`config.mk`:
```
export PLATFORM = sky130hd
export DESIGN_NAME = imem_loader
export DESIGN_NICKNAME = d
export VERILOG_FILES = /design/src/rtl/imem_loader.sv
export SDC_FILE = /design/constraint.sdc
export NUM_CORES = 1
export LEC_CHECK = 0
export BUFFER_PORTS_ARGS = -buffer_cell sky130_fd_sc_hd__buf_2
export CAP_MARGIN = 40
export CORE_MARGIN = 10
export CORE_UTILIZATION = 58
export DETAILED_ROUTE_END_ITERATION = 12
export PLACE_DENSITY = 0.8
export REMOVE_ABC_BUFFERS = 1
export SYNTH_ARGS = -nofsm -noshare
export SYNTH_HDL_FRONTEND = slang
export SYNTH_SLANG_ARGS = --single-unit
```
`constraint.sdc`:
```
create_clock -name CLK -period 2.55 [get_ports CLK]
set_input_delay 0 -clock CLK [delete_from_list [all_inputs] [get_ports CLK]]
set_output_delay 0 -clock CLK [all_outputs]
set_load 0.1 [all_outputs]
```
`src/rtl/imem_loader.sv`:
```
// Boot loader: receives a length-prefixed byte stream, packs it into big-endian 32-bit words,
// writes them to instruction memory from address 0 and releases the CPU once the XOR checksum matches.
module imem_loader #(
    parameter int ADDR_WIDTH = 8
) (
    input  logic                  CLK,
    input  logic                  reset,
    input  logic                  start,
    input  logic                  in_valid,
    input  logic [7:0]            in_data,
    output logic                  in_ready,
    output logic                  imem_we,
    output logic [ADDR_WIDTH-1:0] imem_addr,
    output logic [31:0]           imem_wd,
    output logic                  cpu_reset,
    output logic                  done,
    output logic                  error
);

    typedef enum logic [2:0] {
        S_IDLE,
        S_LEN_HI,
        S_LEN_LO,
        S_PAYLOAD,
        S_CHECK,
        S_DONE,
        S_ERR
    } state_t;

    localparam logic [16:0] CAPACITY = 17'd1 << ADDR_WIDTH;

    state_t                r_state;
    state_t                w_next;

    logic [15:0]           r_len;
    logic [23:0]           r_shift;
    logic [1:0]            r_bcnt;
    logic [ADDR_WIDTH-1:0] r_widx;
    logic [7:0]            r_xor;

    logic                  r_in_ready;
    logic                  r_we;
    logic [ADDR_WIDTH-1:0] r_addr;
    logic [31:0]           r_wd;
    logic                  r_cpu_reset;
    logic                  r_done;
    logic                  r_error;

    logic                  w_acc;
    logic                  w_start_ok;
    logic [16:0]           w_len_full;
    logic [16:0]           w_widx_p1;
    logic                  w_last_word;
    logic                  w_next_rdy;

    assign w_acc       = in_valid && r_in_ready;
    assign w_start_ok  = start && (r_state == S_IDLE || r_state == S_DONE || r_state == S_ERR);
    assign w_len_full  = {1'b0, r_len[15:8], in_data};
    assign w_widx_p1   = 17'(r_widx) + 17'd1;
    // Current word is the final one of the image when index+1 reaches the word count.
    assign w_last_word = (w_widx_p1 == {1'b0, r_len});
    assign w_next_rdy  = (w_next == S_LEN_HI) || (w_next == S_LEN_LO) ||
                         (w_next == S_PAYLOAD) || (w_next == S_CHECK);

    always_ff @(posedge CLK) begin
        if (!reset) begin
            r_state <= S_IDLE;
        end else begin
            r_state <= w_next;
        end
    end

    always_comb begin
        w_next = r_state;
        case (r_state)
            S_IDLE, S_DONE, S_ERR: begin
                if (start) w_next = S_LEN_HI;
            end
            S_LEN_HI: begin
                if (w_acc) w_next = S_LEN_LO;
            end
            S_LEN_LO: begin
                if (w_acc) begin
                    if (w_len_full > CAPACITY) w_next = S_ERR;
                    else if (w_len_full == 17'd0) w_next = S_CHECK;
                    else w_next = S_PAYLOAD;
                end
            end
            S_PAYLOAD: begin
                if (w_acc && r_bcnt == 2'd3 && w_last_word) w_next = S_CHECK;
            end
            S_CHECK: begin
                if (w_acc) w_next = (in_data == r_xor) ? S_DONE : S_ERR;
            end
            default: w_next = S_IDLE;
        endcase
    end

    always_ff @(posedge CLK) begin
        if (!reset) begin
            r_len       <= '0;
            r_shift     <= '0;
            r_bcnt      <= '0;
            r_widx      <= '0;
            r_xor       <= '0;
            r_in_ready  <= 1'b0;
            r_we        <= 1'b0;
            r_addr      <= '0;
            r_wd        <= '0;
            r_cpu_reset <= 1'b1;
            r_done      <= 1'b0;
            r_error     <= 1'b0;
        end else begin
            r_we        <= 1'b0;
            r_in_ready  <= w_next_rdy;
            r_done      <= (w_next == S_DONE);
            r_error     <= (w_next == S_ERR);
            r_cpu_reset <= (w_next != S_DONE);

            if (w_start_ok) begin
                r_len   <= '0;
                r_shift <= '0;
                r_bcnt  <= '0;
                r_widx  <= '0;
                r_xor   <= '0;
            end

            case (r_state)
                S_LEN_HI: begin
                    if (w_acc) r_len[15:8] <= in_data;
                end
                S_LEN_LO: begin
                    if (w_acc) r_len[7:0] <= in_data;
                end
                S_PAYLOAD: begin
                    if (w_acc) begin
                        r_xor  <= r_xor ^ in_data;
                        r_bcnt <= r_bcnt + 2'd1;
                        if (r_bcnt == 2'd3) begin
                            r_we   <= 1'b1;
                            r_wd   <= {r_shift, in_data};
                            r_addr <= r_widx;
                            // Hold the index on the final word so it never wraps at full capacity.
                            if (!w_last_word) r_widx <= r_widx + 1'b1;
                        end else begin
                            r_shift <= {r_shift[15:0], in_data};
                        end
                    end
                end
                default: begin
                end
            endcase
        end
    end

    assign in_ready  = r_in_ready;
    assign imem_we   = r_we;
    assign imem_addr = r_addr;
    assign imem_wd   = r_wd;
    assign cpu_reset = r_cpu_reset;
    assign done      = r_done;
    assign error     = r_error;

endmodule

```
==> out/qor.yml <==
vdd_drop_max_mv: 0.3630
drt_first_pass_iters: 5
yosys_warnings: 0
async_flop_share: 0
htreeDepth: 3
worstPathArrival_ns: 2.64
grt_pass1_wl_um: 18560
mappedNetlistArea_mm2: 0.004715
cts_buffer_depth: 2
grt_overflow: 0
io_buffers: 56
grt_max_degree: 49
first_global_vias: 4002
max_stage_delay_ns: 0.52
num_antenna_cells: 0
crit_required_ns: 2.81
via_count: 4195
synth.top_cells.by_area: "dfxtp_1 (45%), nand2_1 (11%), a21boi_0 (9.7%)"
synthCells: 581
synth_seq_cells: 106
synth_area_leader_cell: "dfxtp_1"
clock_skew_ns: 0.009125
p_leak_nw: 1.936
period_needed_ns: 2.383
die_x_um: 110.2
insertion_delay_ns: 0.36
clk_pin_slew_worst_paths_ns: 0.10
drc: 0
stdcell_area_mm2: 0.005336
cts_made_buffers: 9
cts_tree: "yes"
clkSinkCount: 106
period_share: 0.9345
maxCapViolations: 0
final_layout_size_suffix_gt1_frac: 0.1616
worstPathMaxFanout: 10
syn_to_final_growth_pct: 13.19
synth_top_flop_cell: "dfxtp_1"
final_util: 0.6835
initial_core_util: 0.6038
antenna_found_initial: 0
rsz0062_at_grt: "false"
path_class: "reg -> reg"
final_hold_viol_count: 0
synth-edff-count: 0
synth_seq_area_share: 0.4501
worstMarginPinSlew_ns: 0.8348
synth_top_area_share: 0.4501
place_hpwl_um: 7438
critPathSlowestCell: "dfxtp_1"
dr.first_iter.drc_count: 252
start_kind: "flop"
placementRows: 32
fin_nets: 640
worstSetupEndpointType: "flop"
grt_usage: 0.1860
io_pins: 57
slew_headroom: 0.4435
yosys-top-cells-count: "nand2_1 (141), dfxtp_1 (106), a21boi_0 (61)"
ant_nets: 0
core_area_mm2: 0.007807
fillers: 656
cts_root_buf: "clkbuf_8"
p_per_area_mw_per_mm2: 529.4
dieArea_mm2: 0.01214
die_h_um: 110.2
detail_route.wl_per_cell_um: 15.29
gp_congestion: 0.9561
routed_via_density: 5.723
routed_wl_um: 11210
status: "finished, final reports clean"
setup_viol: 0
synth.most_common_cell: "nand2_1"
ys_types: 54
dpl_cell_area_mm2: 0.005037
syn_area_per_cell_um2: 8.114
crit_chain: "nand2_1 > or3_4 > a311oi_2 > o2111a_2 > a31oi_1 > nand2b_4 > or3b_1"
hold_class: "in -> reg"
fmax_mhz: 419.6
drv_slew: 0
==> worst max-delay path: cells and delay by family, from the launching register on <==
kind,cells,cell delay [ns]
simple gates,4,1.08
compound gates,3,0.68
flops,1,0.52
==> layout by cell type (no fill, tap or decap), types with 2 or more instances in the layout <==
master,n
nand2_1,141
dfxtp_1,106
a21boi_0,61
buf_2,56
nand3_1,50
a21oi_1,30
nor2b_1,18
o21ai_0,14
buf_4,14
nor2_1,12
clkbuf_8,9
dlygate4sd3_1,8
xnor2_1,6
inv_1,6
nor3_1,6
nor4_1,6
xor2_1,6
or3_1,5
o21ai_1,5
nor3b_1,5
nand3b_1,5
and3_1,4
and2_1,4
a21boi_1,4
a22oi_1,4
inv_2,2
nand3_2,2
a211oi_1,2
o22ai_1,2
nand4_1,2
a31oi_1,2
nand4b_1,2
mux2i_1,2
inv_6,2
==> cell families (layout without fill, tap and decap cells) <==
logic type,Yosys count,in the layout,synth area share
DFF,106,106,0.4501
AOI/OAI and AO/OA,138,138,0.2030
muxes,3,3,0.006635
and+or+nand+nor,267,267,0.2675
buffers and inverters,53,103,0.04512
adders and majority gates,2,2,0.005307
xor gates and xnor gates,12,12,0.02229
==> sequential cells by signal, indices dropped and copies added, names as in the netlist <==
name and flops:
error 1, imem_we 1, r_xor 8, r_len 16, imem_wd 32, imem_addr 8, in_ready 1, r_shift 24
r_widx 8, r_state 3, r_bcnt 2, done 1, cpu_reset 1
==> power by group <==
part	internal (mW)	switching (mW)	leakage (nW)
Sequential	1.66	0.00668	0.854
Combinational	0.0556	0.112	0.990
Clock	0.380	0.612	0.0922
==> timing repair <==
item | in CTS | in global routing
hold buffers | 8 | 0
endpoints found under the setup margin | 0 | 5
setup buffers | 0 | 2
gates resized for setup | 0 | 2
endpoints found under the hold margin | 29 | 0
==> layout make-up <==
class	count	area (µm²)	share of cell area
clock inverters	6	61.31	0.01149
clock buffers	10	127.6	0.02392
inverters	8	30.03	0.005627
well taps	102	127.6	0.02392
multi-input cells	422	2382	0.4464
flip-flops and latches	106	2122	0.3977
repair buffers	79	485.5	0.09097
==> through the flow <==
stage                     cells  power (mW)  setup WS [ns]  setup TNS (ns)  hold WS [ns]
after global routing        733       2.924        0.02756               0       0.09496
after floorplan             536       1.788        -0.7615          -22.60        0.1156
after global placement      707       1.855         0.2573               0        0.3266
after detailed placement    707       1.858         0.1717               0        0.3391
after CTS                   731       2.835         0.1428               0       0.03508
final                       733       2.825         0.1670               0       0.05175
==> per-layer routing <==
layer	part of all wire	track usage	vias up
met2	0.49	0.3158	125
met1	0.43	0.2214	1967
met4	0.022	0.07431	0
li1	-	-	2073
met3	0.063	0.04527	30
met5	0	0	-
==> final timing paths <==
check / from / endpoint / slack, ns / cells past startpoint
worst max-delay path: r_widx[2] / cpu_reset / 0.17 / 7
worst min-delay path: start / r_bcnt[1] / 0.05 / 4
worst max register to register: r_widx[2] / cpu_reset / 0.17 / 7
worst min register to register: imem_addr[6] / imem_addr[6] / 0.46 / 2
No activity file was read; power rests on OpenSTA's default activity.
